`src/rtl/fc_layer_ctrl_pkg.sv`:
```
// ----------------------------------------------------------------------------
// fc_layer_ctrl_pkg
// Shared definitions for the fully-connected layer sequencer: the default
// layer geometry and bus widths, the derived pair/group counts for that
// geometry, the controller state encoding and a small counter-width helper.
// No ports (package).
// ----------------------------------------------------------------------------
package fc_layer_ctrl_pkg;

  localparam int DEF_FC_INNEURON_ADDR_WIDTH = 9;
  localparam int DEF_OUTNEURON              = 10;
  localparam int DEF_INNEURON               = 576;
  localparam int DEF_PI                     = 16;
  localparam int DEF_PO                     = 1;
  localparam int DEF_MAC_LATENCY            = 3;
  localparam int DEF_W_ADDR_WIDTH           = 8;
  localparam int DEF_OUT_ADDR_WIDTH         = 4;

  // Each read fetches an even/odd word pair, so one group needs
  // INNEURON/(2*PI) reads; groups are OUTNEURON/PO.
  localparam int DEF_NPAIR = DEF_INNEURON / (2 * DEF_PI);
  localparam int DEF_NGRP  = DEF_OUTNEURON / DEF_PO;

  typedef enum logic [2:0] {
    IDLE  = 3'd0,
    RUN   = 3'd1,
    DRAIN = 3'd2,
    WRITE = 3'd3,
    DONE  = 3'd4
  } fc_state_e;

  // Width of a counter running 0..n-1, never narrower than one bit.
  function automatic int cnt_width(input int n);
    return (n > 1) ? $clog2(n) : 1;
  endfunction

endpackage

```
`src/rtl/fc_layer_ctrl_if.sv`:
```
// ----------------------------------------------------------------------------
// fc_layer_ctrl_if
// Bundles the layer-scheduler handshake (start/hold/busy/done) together with
// the read, weight, MAC and output-buffer strobes produced by the sequencer.
//   master : scheduler side, drives start/hold, observes everything else
//   slave  : the sequencer, samples start/hold, drives everything else
// ----------------------------------------------------------------------------
interface fc_layer_ctrl_if #(
  parameter int AW  = fc_layer_ctrl_pkg::DEF_FC_INNEURON_ADDR_WIDTH,
  parameter int WAW = fc_layer_ctrl_pkg::DEF_W_ADDR_WIDTH,
  parameter int OAW = fc_layer_ctrl_pkg::DEF_OUT_ADDR_WIDTH
) ();

  logic           start;
  logic           hold;
  logic           busy;
  logic           done;
  logic           rd_en;
  logic [AW-1:0]  addra;
  logic [AW-1:0]  addrb;
  logic [WAW-1:0] w_addr;
  logic           acc_en;
  logic           acc_clear;
  logic           out_we;
  logic [OAW-1:0] out_addr;

  modport master (
    output start, hold,
    input  busy, done, rd_en, addra, addrb, w_addr,
    input  acc_en, acc_clear, out_we, out_addr
  );

  modport slave (
    input  start, hold,
    output busy, done, rd_en, addra, addrb, w_addr,
    output acc_en, acc_clear, out_we, out_addr
  );

endinterface

```
`src/rtl/fc_layer_ctrl_lat_pipe.sv`:
```
// ----------------------------------------------------------------------------
// fc_lat_pipe
// Delays the read strobe and its first-of-group flag by the datapath latency
// so the MAC sees accumulate/clear exactly when the operands arrive.
//   clk, reset   : clock, asynchronous active-high reset
//   rd_en_i      : read issued this cycle
//   first_i      : this read is the first one of an output group
//   acc_en_o     : rd_en_i delayed by LATENCY cycles
//   acc_clear_o  : first_i delayed by LATENCY cycles
// ----------------------------------------------------------------------------
module fc_lat_pipe #(
  parameter int LATENCY = 3
) (
  input  logic clk,
  input  logic reset,
  input  logic rd_en_i,
  input  logic first_i,
  output logic acc_en_o,
  output logic acc_clear_o
);

  logic [LATENCY-1:0] en_q;
  logic [LATENCY-1:0] first_q;

  // Plain shift register; it never stalls, so a hold upstream shows up as an
  // identical gap in acc_en LATENCY cycles later.
  always_ff @(posedge clk or posedge reset) begin
    if (reset) begin
      en_q    <= '0;
      first_q <= '0;
    end else begin
      en_q[0]    <= rd_en_i;
      first_q[0] <= first_i;
      for (int i = 1; i < LATENCY; i++) begin
        en_q[i]    <= en_q[i-1];
        first_q[i] <= first_q[i-1];
      end
    end
  end

  assign acc_en_o    = en_q[LATENCY-1];
  assign acc_clear_o = first_q[LATENCY-1];

endmodule

```
`src/rtl/fc_layer_ctrl.sv`:
```
// ----------------------------------------------------------------------------
// fc_layer_ctrl
// Sequencer for one fully-connected layer. After start it walks every output
// group: issues NPAIR paired input reads with matching weight addresses,
// drains the MAC pipeline, writes the finished neuron, and pulses done after
// the last group.
//   clk    : clock, rising edge
//   reset  : asynchronous, active-high
//   bus    : fc_layer_ctrl_if.slave (start/hold in; busy, done, rd_en,
//            addra, addrb, w_addr, acc_en, acc_clear, out_we, out_addr out)
// ----------------------------------------------------------------------------
module fc_layer_ctrl
  import fc_layer_ctrl_pkg::*;
#(
  parameter int FC_INNEURON_ADDR_WIDTH = DEF_FC_INNEURON_ADDR_WIDTH,
  parameter int OUTNEURON              = DEF_OUTNEURON,
  parameter int INNEURON               = DEF_INNEURON,
  parameter int PI                     = DEF_PI,
  parameter int PO                     = DEF_PO,
  parameter int MAC_LATENCY            = DEF_MAC_LATENCY,
  parameter int W_ADDR_WIDTH           = DEF_W_ADDR_WIDTH,
  parameter int OUT_ADDR_WIDTH         = DEF_OUT_ADDR_WIDTH
) (
  input logic           clk,
  input logic           reset,
  fc_layer_ctrl_if.slave bus
);

  localparam int NPAIR = INNEURON / (2 * PI);
  localparam int NGRP  = OUTNEURON / PO;
  localparam int KW    = cnt_width(NPAIR);
  localparam int GW    = cnt_width(NGRP);
  localparam int LW    = cnt_width(MAC_LATENCY);
  localparam int AW    = FC_INNEURON_ADDR_WIDTH;

  fc_state_e                 state_q;
  logic [KW-1:0]             k_q;
  logic [GW-1:0]             g_q;
  logic [LW-1:0]             dcnt_q;
  logic [AW-1:0]             addra_q;
  logic [AW-1:0]             addrb_q;
  logic [W_ADDR_WIDTH-1:0]   w_addr_q;
  logic [OUT_ADDR_WIDTH-1:0] out_addr_q;
  logic                      busy_q;
  logic                      done_q;
  logic                      out_we_q;

  logic rd_en;
  logic first_rd;
  logic last_pair;
  logic last_grp;

  // The addresses are registered ahead of time, so a read can go out in the
  // same cycle the scheduler drops hold; hold gates only the strobe.
  assign rd_en     = (state_q == RUN) && !bus.hold;
  assign first_rd  = rd_en && (k_q == '0);
  assign last_pair = (k_q == KW'(NPAIR - 1));
  assign last_grp  = (g_q == GW'(NGRP - 1));

  // Single controller process: state, pair/group/drain counters and every
  // registered output. Addresses always point at the next read to issue.
  // w_addr simply counts reads across groups, since g*NPAIR+k advances by
  // one per read; after the very last read it parks at 0 so it never shows
  // a value past the end of the weight ROM.
  always_ff @(posedge clk or posedge reset) begin
    if (reset) begin
      state_q    <= IDLE;
      k_q        <= '0;
      g_q        <= '0;
      dcnt_q     <= '0;
      addra_q    <= '0;
      addrb_q    <= '0;
      w_addr_q   <= '0;
      out_addr_q <= '0;
      busy_q     <= 1'b0;
      done_q     <= 1'b0;
      out_we_q   <= 1'b0;
    end else begin
      out_we_q <= 1'b0;
      done_q   <= 1'b0;
      unique case (state_q)
        IDLE: begin
          if (bus.start) begin
            state_q  <= RUN;
            busy_q   <= 1'b1;
            k_q      <= '0;
            g_q      <= '0;
            addra_q  <= '0;
            addrb_q  <= AW'(1);
            w_addr_q <= '0;
          end
        end
        RUN: begin
          if (!bus.hold) begin
            if (last_pair) begin
              k_q     <= '0;
              addra_q <= '0;
              addrb_q <= AW'(1);
              dcnt_q  <= '0;
              state_q <= DRAIN;
              w_addr_q <= last_grp ? '0 : w_addr_q + W_ADDR_WIDTH'(1);
            end else begin
              k_q      <= k_q + KW'(1);
              addra_q  <= addra_q + AW'(2);
              addrb_q  <= addrb_q + AW'(2);
              w_addr_q <= w_addr_q + W_ADDR_WIDTH'(1);
            end
          end
        end
        DRAIN: begin
          if (dcnt_q == LW'(MAC_LATENCY - 1)) begin
            state_q    <= WRITE;
            out_we_q   <= 1'b1;
            out_addr_q <= OUT_ADDR_WIDTH'(g_q);
          end else begin
            dcnt_q <= dcnt_q + LW'(1);
          end
        end
        WRITE: begin
          if (last_grp) begin
            state_q <= DONE;
            done_q  <= 1'b1;
          end else begin
            g_q     <= g_q + GW'(1);
            state_q <= RUN;
          end
        end
        DONE: begin
          state_q <= IDLE;
          busy_q  <= 1'b0;
        end
        default: state_q <= IDLE;
      endcase
    end
  end

  fc_lat_pipe #(
    .LATENCY (MAC_LATENCY)
  ) u_lat_pipe (
    .clk         (clk),
    .reset       (reset),
    .rd_en_i     (rd_en),
    .first_i     (first_rd),
    .acc_en_o    (bus.acc_en),
    .acc_clear_o (bus.acc_clear)
  );

  assign bus.busy     = busy_q;
  assign bus.done     = done_q;
  assign bus.rd_en    = rd_en;
  assign bus.addra    = addra_q;
  assign bus.addrb    = addrb_q;
  assign bus.w_addr   = w_addr_q;
  assign bus.out_we   = out_we_q;
  assign bus.out_addr = out_addr_q;

endmodule

```
`src/flat_wrapper.sv`:
```
// flat-port wrapper written by rule: the top's interface ports become plain ports
module fc_layer_ctrl_flat import fc_layer_ctrl_pkg::*;
#(
  parameter int FC_INNEURON_ADDR_WIDTH = DEF_FC_INNEURON_ADDR_WIDTH,
  parameter int OUTNEURON              = DEF_OUTNEURON,
  parameter int INNEURON               = DEF_INNEURON,
  parameter int PI                     = DEF_PI,
  parameter int PO                     = DEF_PO,
  parameter int MAC_LATENCY            = DEF_MAC_LATENCY,
  parameter int W_ADDR_WIDTH           = DEF_W_ADDR_WIDTH,
  parameter int OUT_ADDR_WIDTH         = DEF_OUT_ADDR_WIDTH
)
  (clk, reset, bus_start, bus_hold, bus_busy, bus_done, bus_rd_en, bus_addra, bus_addrb, bus_w_addr, bus_acc_en, bus_acc_clear, bus_out_we, bus_out_addr);
  fc_layer_ctrl_if #(.AW(9), .WAW(8), .OAW(4)) bus_i ();
  input logic clk;
  input logic reset;
  input wire logic [$bits(bus_i.start)-1:0] bus_start;
  input wire logic [$bits(bus_i.hold)-1:0] bus_hold;
  output wire logic [$bits(bus_i.busy)-1:0] bus_busy;
  output wire logic [$bits(bus_i.done)-1:0] bus_done;
  output wire logic [$bits(bus_i.rd_en)-1:0] bus_rd_en;
  output wire logic [$bits(bus_i.addra)-1:0] bus_addra;
  output wire logic [$bits(bus_i.addrb)-1:0] bus_addrb;
  output wire logic [$bits(bus_i.w_addr)-1:0] bus_w_addr;
  output wire logic [$bits(bus_i.acc_en)-1:0] bus_acc_en;
  output wire logic [$bits(bus_i.acc_clear)-1:0] bus_acc_clear;
  output wire logic [$bits(bus_i.out_we)-1:0] bus_out_we;
  output wire logic [$bits(bus_i.out_addr)-1:0] bus_out_addr;
  assign bus_i.start = bus_start;
  assign bus_i.hold = bus_hold;
  assign bus_busy = bus_i.busy;
  assign bus_done = bus_i.done;
  assign bus_rd_en = bus_i.rd_en;
  assign bus_addra = bus_i.addra;
  assign bus_addrb = bus_i.addrb;
  assign bus_w_addr = bus_i.w_addr;
  assign bus_acc_en = bus_i.acc_en;
  assign bus_acc_clear = bus_i.acc_clear;
  assign bus_out_we = bus_i.out_we;
  assign bus_out_addr = bus_i.out_addr;
  fc_layer_ctrl #(.FC_INNEURON_ADDR_WIDTH(FC_INNEURON_ADDR_WIDTH), .OUTNEURON(OUTNEURON), .INNEURON(INNEURON), .PI(PI), .PO(PO), .MAC_LATENCY(MAC_LATENCY), .W_ADDR_WIDTH(W_ADDR_WIDTH), .OUT_ADDR_WIDTH(OUT_ADDR_WIDTH)) u_core (.clk(clk), .reset(reset), .bus(bus_i));
endmodule
```
`config.mk`:
```
export PLATFORM = sky130hd
export DESIGN_NAME = fc_layer_ctrl_flat
export DESIGN_NICKNAME = d
export VERILOG_FILES = /design/src/rtl/fc_layer_ctrl_pkg.sv /design/src/rtl/fc_layer_ctrl_if.sv /design/src/rtl/fc_layer_ctrl_lat_pipe.sv /design/src/rtl/fc_layer_ctrl.sv /design/src/flat_wrapper.sv
export SDC_FILE = /design/constraint.sdc
export NUM_CORES = 1
export LEC_CHECK = 0
export ABC_AREA = 1
export BUFFER_PORTS_ARGS = -buffer_cell sky130_fd_sc_hd__buf_4
export CAP_MARGIN = 20
export CORE_UTILIZATION = 60
export CTS_CLUSTER_SIZE = 28
export DETAILED_ROUTE_END_ITERATION = 10
export PLACE_DENSITY = 0.91
export SYNTH_ARGS = -nofsm -noshare
export SYNTH_HDL_FRONTEND = slang
export SYNTH_HIERARCHICAL = 1
export SYNTH_SLANG_ARGS = --single-unit
```
`constraint.sdc`:
```
create_clock -name clk -period 3.1 [get_ports clk]
set_input_delay 0.155 -clock clk [delete_from_list [all_inputs] [get_ports clk]]
set_output_delay 0.155 -clock clk [all_outputs]
set_load 0.01 [all_outputs]
```
# [Word level (Yosys, flattened, before mapping)]
# Index checks and enable logic that the tools add are counted.
[classes] n_mul=0 shifts=0 bitwise_logic=0 addsub=6 div=0 n_reduce_logical=15 n_eq_ne=13 mux=36 magnitude_cmp=0
[op_table] operator="9-bit two-way mux" count=6
[op_table] operator="9-bit one-hot mux with 2 select lines" count=2
[op_table] operator="8-bit two-way mux" count=4
[op_table] operator="9-bit by 2-bit adder with 9-bit output, second input constant" count=2
[op_table] operator="8-bit one-hot mux with 2 select lines" count=1
[op_table] operator="3-bit two-way mux" count=5
[op_table] operator="5-bit two-way mux" count=3
[op_table] operator="3-bit one-hot mux with 4 select lines" count=1
[op_table] operator="5-bit one-hot mux with 2 select lines" count=1
[op_table] operator="8-bit by 1-bit adder with 8-bit output, second input constant" count=1
[op_table] operator="4-bit two-way mux" count=2
[op_table] operator="2-bit != test, second input constant" count=4
[op_table] operator="4-bit one-hot mux with 2 select lines" count=1
[op_table] operator="4-bit AND reduction" count=2
[op_table] operator="2-bit nonzero test" count=4
[op_table] operator="3-bit by 2-bit == test with 1-bit output, second input constant" count=2
[op_table] operator="2-bit two-way mux" count=3
[op_table] operator="3-bit AND reduction" count=2
[op_table] operator="5-bit by 1-bit adder with 5-bit output, second input constant" count=1
[op_table] operator="5-bit == test, second input constant" count=1
[op_table] operator="5-bit logical NOT" count=1
[op_table] operator="1-bit two-way mux" count=5
[op_table] operator="4-bit by 1-bit adder with 4-bit output, second input constant" count=1
[op_table] operator="4-bit == test, second input constant" count=1
[op_table] operator="other kinds (11)" count=14
[word_totals] wordCells=83 regBits=53 mem_bits_ro=0 in_bits=4 out_inout_bits=36 latch_bits=0 ram_bits=0 mem_count=0

# [Logic depth before layout (Yosys ltp)]
# Gate-level depths: netlist (run 1).
[depth] depth_word=5 mapped_depth=11 depth_no_buf=11

# [By module]
# Netlist (run 1), hierarchy kept.
[modules_own_cells] mod="fc_layer_ctrl" area_each_um2=2565.0 instances=1 cells_per_inst=327
[modules_own_cells] mod="fc_lat_pipe" area_each_um2=153.9 instances=1 cells_per_inst=7

# [Worst setup path after synthesis (run 1)]
# OpenSTA, ideal clock, no wires.
[synth_timing] kind="register to register" startpoint="register u_core.k_q[1]" endpoint="register u_core.dcnt_q[0]" arrival_time_ps=1311 stages_incl_launch_ff=10 required_ps=2983 setup_time_ps=117 slack_ps=1672 path_buffers=0 cell_sequence="dfrtp_1 > inv_1 > ha_1 > nand2_1 > inv_1 > nand2_1 > o21ai_0 > o21ai_0 > nand2_1 > nand2_1"
[synth_via] elab_chain_cells=3
[synth_rtl] element="start: declaration" line_no="fc_layer_ctrl.sv:37" text="logic [KW-1:0] k_q;"
[synth_rtl] element="start signal: assignment" line_no="fc_layer_ctrl.sv:103" text="k_q <= k_q + KW'(1);"
[synth_rtl] element="5-bit == test" line_no="fc_layer_ctrl.sv:57" text="assign last_pair = (k_q == KW'(NPAIR - 1));"
[synth_rtl] element="2-bit by 1-bit != test with 1-bit output (no source line)"
[synth_rtl] element="4-bit AND reduction (no source line)"
[synth_rtl] element="end signal: assignment" line_no="fc_layer_ctrl.sv:116" text="dcnt_q <= dcnt_q + LW'(1);"
[synth_rtl] element="end: declaration" line_no="fc_layer_ctrl.sv:39" text="logic [LW-1:0] dcnt_q;"
# Every way passes these cells.
# A chain may end at the register's enable or synchronous reset.

# [Final worst setup path (run 1)]
[layout_timing] startpoint="register u_core.state_q[2]" endpoint="register u_core.addrb_q[6], in the netlist u_core/bus.addrb[6]"
[layout_via] elab_chain_cells=3 elab_cells_between_ends=7
[layout_rtl] element="start: declaration" line_no="fc_layer_ctrl.sv:36" text="fc_state_e state_q;"
[layout_rtl] element="start signal: assignment" line_no="fc_layer_ctrl.sv:67" text="state_q <= IDLE;"
[layout_rtl] element="start signal: assignment" line_no="fc_layer_ctrl.sv:84" text="state_q <= RUN;"
[layout_rtl] element="start signal: assignment" line_no="fc_layer_ctrl.sv:100" text="state_q <= DRAIN;"
[layout_rtl] element="3-bit by 1-bit == test with 1-bit output or 3-bit logical NOT (tied branches)" line_no="fc_layer_ctrl.sv:81" text="unique case (state_q)"
[layout_rtl] element="2-bit != test (no source line) or 2-bit nonzero test (tied branches)"
[layout_rtl] element="3-bit AND reduction (no source line)"
[layout_rtl] element="end signal: assignment" line_no="fc_layer_ctrl.sv:105" text="addrb_q <= addrb_q + AW'(2);"
[layout_rtl] element="end: declaration" line_no="fc_layer_ctrl.sv:41" text="logic [AW-1:0] addrb_q;"
# Parallel ways exist; a longest one is shown, timed or not.

==> qor.txt, run 1 <==
================================================================================
Result of the run                                                      completed
Mux contribution to synthesized area                                           0
Synth Area in Simple Gates                                                 0.293
Number of vias after detailed routing                                       2263
Setup repair after global routing missed its margin                           no
Total wire length after detailed routing                                 5260 um
Net count reported at finish                                                 389
Tot GR Track Use                                                           0.241
Via density                                                                 5.29
Port bufs                                                                     38
First drt pass iteration count                                                 4
Fmax                                                                     525 MHz
Post-layout util                                                           0.718
Main combinational cell family by area after synthesis              simple AND/OR/NAND/NOR gates
Clock transition at the registers of the reported paths                    90 ps
CP max FO                                                                     20
Instance count of the mapped netlist                                         334
Worst VDD drop                                                            482 uV
Number of primary I/O pins                                                    40
Slew Viols, Final                                                              0
Number of flops mapped to enable cells by yosys                                0
Cell Area, Synth                                                       2720 um^2
Die Width                                                                69.3 um
Layout Cells excl Fill                                                       428
Share of the synthesized netlist area taken by xor and xnor gates         0.0193
Clock tree sinks                                                              52
Critical Path AT                                                         2110 ps
TritonCTS clock tree                                                         yes
Final period utilization                                                   0.614
Number of antenna violations at the first check in global routing              0
Clk_lat worst skew                                                        310 ps
Hold slack                                                               88.4 ps
Relative slew margins                                                      0.496
Unique masters post-synth                                                     33
Diodes inserted                                                                0
Category of the worst setup path launch point                          flip-flop
DRC viols                                                                      0
Pwr Total                                                                2.29 mW
Share of synthesized area occupied by flip-flops and latches               0.479
CP Class                                                            flip-flop to flip-flop
Number of DRC violations after detailed-routing iteration 0                  170
Overall die area                                                       4800 um^2
Area growth from synthesis to layout                                       15.0%
Synthesized flop and latch total                                              52
Die height                                                               69.3 um
Sum of net half-perimeters after detailed placement                      3810 um
Buffers from clock root to sink, at most                                       2
Minimum clock period after layout                                        1900 ps
Fraction of final layout cells with drive strength greater than 1          0.170
Number of inserted filler cells in the final layout                          312
Total area of sequential cells                                         1300 um^2
Count of H-tree levels built during CTS                                        2
Worst clock skew on the final layout                                     6.99 ps
Most used flip-flop cell after synthesis                            sky130_fd_sc_hd__dfrtp_1
Placed insts                                                                 420
Post-CTS repair timing setup buffer count                                      0
Power density over cell area                                         733 nW/um^2
Max-capacitance violation count                                                0
Congestion Overflow GR                                                         0
Maximum number of pins on one net before global-route repair                  26
Total of warnings raised by yosys                                              6
Top cell type's share of synthesized area                                  0.479
Final hold violation count                                                     0
Global placer's final weighted congestion                                  0.859
Buffer cell driving the clock tree root                             sky130_fd_sc_hd__clkbuf_8
Total core area                                                        4350 um^2
Hold WC Path Type                                                   input port to flip-flop
Initial Util                                                               0.624
Required time of the critical path                                       3310 ps
Post-synth top cells                                                93 x sky130_fd_sc_hd__nand2_1, 52 x sky130_fd_sc_hd__dfrtp_1, 47 x sky130_fd_sc_hd__inv_1
Compound-Gate Fraction of Synth Area                                      0.0792
Global-route wire length before repair                                   9390 um
Share of flip-flops with an asynchronous set or reset                       1.00
Final setup viols                                                              0
Post-synthesis cell type with the largest combined area             sky130_fd_sc_hd__dfrtp_1
Final routed wire length divided by cell count                           12.3 um
Leading cell type by number of instances after synthesis            sky130_fd_sc_hd__nand2_1
Num rows                                                                      24
Slew at the pin with the worst max-slew slack                             751 ps
Dominant cells by area after synthesis                              sky130_fd_sc_hd__dfrtp_1 48%, sky130_fd_sc_hd__nand2_1 13%, sky130_fd_sc_hd__inv_1 6.5%, sky130_fd_sc_hd__nand3_1 4.8%, sky130_fd_sc_hd__ha_1 4.1%
ANT nets after route                                                           0
Post-Syn Area per Cell                                                 8.14 um^2
Synthesized Nets                                                             347
Setup TNS                                                                   0 ps
Area taken by multi-input logic gates                                  1180 um^2
Synthesized-area fraction occupied by adder cells                         0.0414
Type of element capturing the critical path                            flip-flop
Number of clock buffers inserted by TritonCTS                                  5
Vias in the first global route                                              2223
Leakage Power                                                            1.69 nW
================================================================================
[flip-flops by register name, summed over array words and instances, names as in the netlist, 2 cells and up]
register / cells
u_core/state_q: 3
u_core/u_lat_pipe/en_q: 3
u_core/dcnt_q: 2
u_core/bus.addrb: 9
u_core/u_lat_pipe/first_q: 3
u_core/bus.addra: 8
u_core/bus.w_addr: 8
u_core/k_q: 5
u_core/bus.out_addr: 4
u_core/g_q: 4
[report_power, final]
part / internal [mW] / switching, mW / total (mW)
Clock: 0.154 / 0.207 / 0.361
Combinational: 0.345 / 0.634 / 0.978
Sequential: 0.819 / 0.134 / 0.953
Total: 1.32 / 0.974 / 2.29
[final timing paths]
path	from	endpoint	slack [ps]	cells past startpoint
worst max-delay path	u_core/state_q[2]	u_core/bus.addrb[6]	1200	6
worst min-delay path	bus_hold	u_core/u_lat_pipe/first_q[0]	90	2
worst max register to register	u_core/state_q[2]	u_core/bus.addrb[6]	1200	6
worst min register to register	u_core/u_lat_pipe/en_q[1]	u_core/u_lat_pipe/en_q[2]	350	0
max in group asynchronous	reset	u_core/k_q[4]	1920	4
min in group asynchronous	reset	u_core/u_lat_pipe/en_q[0]	320	3
[cell type report]
type | count | area share
Clock inverter | 1 | 0.00160
Sequential cell | 52 | 0.416
Tap cell | 52 | 0.0208
Timing Repair Buffer | 40 | 0.0969
Clock buffer | 6 | 0.0232
Multi-Input combinational cell | 226 | 0.378
Inverter | 51 | 0.0637
[critical path, stage by stage, from the launching register on]
cell	delay [ps]
sky130_fd_sc_hd__dfrtp_1	490
sky130_fd_sc_hd__nor2_4	240
sky130_fd_sc_hd__o21ai_2	90
sky130_fd_sc_hd__nor2_2	590
sky130_fd_sc_hd__o21ai_0	230
sky130_fd_sc_hd__nand2_1	130
sky130_fd_sc_hd__inv_1	40
[placed cells by master (no fill, tap or decap), types with 2 or more instances in the layout]
master	synthesis	layout
sky130_fd_sc_hd__nand3_1	26	26
sky130_fd_sc_hd__a21oi_4	2	2
sky130_fd_sc_hd__ha_1	9	9
sky130_fd_sc_hd__nand2_1	93	93
sky130_fd_sc_hd__nor2_4	2	2
sky130_fd_sc_hd__inv_1	47	46
sky130_fd_sc_hd__clkbuf_8	0	5
sky130_fd_sc_hd__nor4_1	3	3
sky130_fd_sc_hd__buf_4	3	39
sky130_fd_sc_hd__nor2_1	28	28
sky130_fd_sc_hd__nand3b_1	2	2
sky130_fd_sc_hd__nand2_2	3	3
sky130_fd_sc_hd__nand4_1	8	8
sky130_fd_sc_hd__inv_2	2	2
sky130_fd_sc_hd__a21oi_1	12	12
sky130_fd_sc_hd__o21a_1	2	2
sky130_fd_sc_hd__nand2_4	2	2
sky130_fd_sc_hd__dfrtp_1	52	52
sky130_fd_sc_hd__xor2_1	6	6
sky130_fd_sc_hd__nor2_2	2	2
sky130_fd_sc_hd__o21ai_0	12	12
sky130_fd_sc_hd__o21ai_1	6	6
[through the flow]
stage                     area [um^2]  setup WS, ps
after detailed placement         3040          1240
final                            3130          1200
after CTS                        3130          1210
after floorplan                  2720          1670
after global routing             3130          1070
after global placement           3040          1320
[cells by family (layout without fill, tap and decap cells)]
family          after synthesis  count (layout)
compound gates               36              36
xor+xnor                      6               6
fa+ha+maj                     9               9
buf+inv                      56              98
flops                        52              52
other cells                   1               1
simple gates                174             174
[metal layers]
metal  share of wire  up-vias  GRT usage
met5               0        -          0
met4           0.012        0     0.0930
met3           0.046        6     0.0523
met2            0.49       54      0.405
met1            0.45     1064      0.303
li1                -     1139          -
[timing repair]
| action | CTS | global route |
|---|---|---|
| gates resized for setup | 0 | 0 |
| endpoints found under the hold margin | 27 | 0 |
| hold buffers | 1 | 0 |
| endpoints found under the setup margin | 0 | 0 |
(Power assumes the default switching activity.)
==> run 2, diff against run 1 <==
Settings changed: CORE_UTILIZATION 60 to 51, PLACE_DENSITY 0.91 to 0.83.
Clock period 3.1 ns to 1.6 ns, I/O delays scaled along.
==> run 2 against run 1 <==
  * First-iteration DRC count fell by 41%
  * Register-to-register slack got worse by 1100 ps
  * Wire length rose by 9.2%
  * Critical path depth rose by 2
  * Via count rose by 2.5%
  * Hold slack got worse by 81 ps
  * Clock power rose by 120%
  * Count of clock-buffer cells in the layout rose by 1
  * Die area rose by 17%
  * Final cell count rose by 6.5%
  * Clock skew rose by 1.2 ps
  * Highest routed layer unchanged
==> qor.txt, run 2 (same netlist as run 1, synthesis figures left out) <==
================================================================================
Result of the run                                                      completed
Number of flip-flops under the largest register name                           9   unchanged
Area growth from synthesis to layout                                       21.3%
Buffer cell driving the clock tree root                             sky130_fd_sc_hd__clkbuf_8
Vias in the first global route                                              2121   -4.6%
Sum of net half-perimeters after detailed placement                      4180 um   +9.7%
Number of vias after detailed routing                                       2319   +2.5%
Clock transition at the registers of the reported paths                    90 ps   about the same
CP Class                                                            flip-flop to flip-flop
Initial Util                                                               0.532   -0.0921
Buffers from clock root to sink, at most                                       2   unchanged
TritonCTS clock tree                                                         yes
Number of antenna violations at the first check in global routing              0   unchanged
Tot GR Track Use                                                           0.219   -0.0215
Post-Place Cell Area                                                   3170 um^2   +4.2%
Setup TNS                                                                   0 ps   unchanged
Hold WC Path Type                                                   input port to flip-flop
Port bufs                                                                     38   unchanged
Total wire length after detailed routing                                 5740 um   +9.2%
Endpoint of the worst hold-timing path                              u_core/u_lat_pipe/first_q[0]
Power density over cell area                                        1460 nW/um^2   +99%
Worst-case register-to-register setup slack                               110 ps   -1090 ps
Net count reported at finish                                                 399   +2.6%
Relative slew margins                                                      0.551   +0.0550
Overall die area                                                       5630 um^2   +17%
Placed insts                                                                 447   +6.4%
Via density                                                                 5.09   -3.8%
Worst VDD drop                                                            703 uV   +46%
Final routed wire length divided by cell count                           12.6 um   +2.5%
Clock tree sinks                                                              52   unchanged
Global placer's final weighted congestion                                  0.797   -7.2%
Fmax                                                                     670 MHz   +28%
Pwr Total                                                                4.80 mW   +110%
Number of primary I/O pins                                                    40   unchanged
Total core area                                                        5110 um^2   +17%
Max-capacitance violation count                                                0   unchanged
Layout Cell Area excl Fill                                             3300 um^2   +5.5%
Cells on Worst Hold Path                                                       2   unchanged
Power share of the clock group                                             0.167   +0.010
Number of DRC violations after detailed-routing iteration 0                  100   -41%
Number of clock buffers inserted by TritonCTS                                  5   unchanged
Leakage Power                                                            1.76 nW   +4.2%
Congestion Overflow GR                                                         0   unchanged
Clk_lat worst skew                                                        310 ps   about the same
Start of the worst register-to-register path                        u_core/state_q[2]
Die height                                                               75.0 um   +8.2%
Final setup viols                                                              0   unchanged
ANT nets after route                                                           0   unchanged
Num rows                                                                      26   +8.3%
Register share of total power                                              0.382   -0.034
Slew at the pin with the worst max-slew slack                             669 ps   -82.0 ps
Hold slack                                                               7.68 ps   -80.8 ps
Category of the worst setup path launch point                          flip-flop
Diodes inserted                                                                0   unchanged
Switching part of the total power                                          0.412   -0.0135
Final hold violation count                                                     0   unchanged
Die Width                                                                75.0 um   +8.2%
Maximum number of pins on one net before global-route repair                  21   -19%
Required time of the critical path                                       1850 ps   -1460 ps
Internal power summed over all cells                                     2.83 mW   +110%
Leading cell types in the layout, fill and taps excluded            92 x sky130_fd_sc_hd__nand2_1, 51 x sky130_fd_sc_hd__dfrtp_1, 46 x sky130_fd_sc_hd__buf_4
Hold_sp                                                                 bus_hold
First drt pass iteration count                                                 4   unchanged
Layout Cells excl Fill                                                       456   +6.5%
CP max FO                                                                     20   unchanged
Minimum clock period after layout                                        1490 ps   -412 ps
Logic pwr share                                                            0.450   +0.023
Global-route wire length before repair                                   9250 um   -1.5%
Critical Path AT                                                         1740 ps   -370 ps
Setup repair after global routing missed its margin                           no
Commonest non-fill, non-tap cell in the layout                      sky130_fd_sc_hd__nand2_1
Slew Viols, Final                                                              0   unchanged
Final period utilization                                                   0.933   +0.318
Type of element capturing the critical path                            flip-flop
R2R Path End                                                        u_core/bus.w_addr[6]
Count of H-tree levels built during CTS                                        2   unchanged
Worst clock skew on the final layout                                     8.19 ps   +1.20 ps
DRC viols                                                                      0   unchanged
Fraction of final layout cells with drive strength greater than 1          0.205   +0.0345
Reported net switching power                                             1.98 mW   +100%
R2R cell count                                                                 8   +2
================================================================================
[run 2: changes by cell type in the layout (fill, tap and decap cells not counted), moves of 2 or more]
cell                       before  now
sky130_fd_sc_hd__clkbuf_8       5    7
sky130_fd_sc_hd__buf_12         0    3
sky130_fd_sc_hd__buf_4         39   46
sky130_fd_sc_hd__o21ai_1        6    8
sky130_fd_sc_hd__o21ai_0       12   10
sky130_fd_sc_hd__nand2_4        2    4
[run 2: repair_timing]
item,in CTS,in global routing
hold buffers,1,0
hold endpoints to repair,21,0
setup endpoints to repair,5,17
pin swaps,0,1
setup buffers,0,1
resized for setup,2,6
[run 2: how the worst max path moves through the flow]
stage | end | cells after the start | start
finish | u_core/bus.w_addr[6] | 8 | u_core/state_q[2]
detailed placement | u_core/dcnt_q[0] | 9 | u_core/k_q[1]
global placement | u_core/dcnt_q[0] | 9 | u_core/k_q[1]
global route | u_core/g_q[2] | 7 | u_core/g_q[1]
floorplan | u_core/dcnt_q[0] | 9 | u_core/k_q[1]
CTS | u_core/bus.w_addr[5] | 11 | u_core/k_q[1]
[run 2: power groups by stage]
stage | clock network, mW | logic, mW | registers, mW
final | 0.802 | 2.16 | 1.84
after global routing | 0.878 | 2.40 | 1.88
after detailed placement | 0 | 2.12 | 1.86
after floorplan | 0 | 1.33 | 1.90
after CTS | 0.827 | 2.13 | 1.83
after global placement | 0 | 2.05 | 1.84
[run 2: per-layer routing]
layer / vias to the layer above / wire, um / global-route usage
met5: - / 0 / 0
met4: 0 / 76 / 0.0818
met3: 7 / 168 / 0.0522
met2: 33 / 3030 / 0.392
met1: 1128 / 2460 / 0.254
li1: 1151 / - / -
[run 2: per-stage QoR]
stage          setup slack (ps)  utilization
6_report                    108        0.646
5_1_grt                    9.06        0.646
4_1_cts                    46.9        0.641
3_5_place_dp              -29.7        0.620
3_3_place_gp                104        0.620
2_1_floorplan               172            -
[run 2: layout make-up]
| class | instances | area (um^2) |
|---|---|---|
| clock buffers | 7 | 96.3 |
| fillers | 451 | 1810 |
| inverters | 51 | 199 |
| multi-input cells | 226 | 1200 |
| flip-flops and latches | 52 | 1300 |
| well taps | 70 | 87.6 |
| repair buffers | 50 | 415 |
[run 2: critical path: stages (launching register included)]
cell and delay [ps]:
sky130_fd_sc_hd__dfrtp_1 430, sky130_fd_sc_hd__nor2_4 240, sky130_fd_sc_hd__nand2_2 100, sky130_fd_sc_hd__nor2_1 130, sky130_fd_sc_hd__nor2_2 60, sky130_fd_sc_hd__buf_12 150
sky130_fd_sc_hd__nand2_1 140, sky130_fd_sc_hd__nand2_1 70, sky130_fd_sc_hd__nor2_1 90
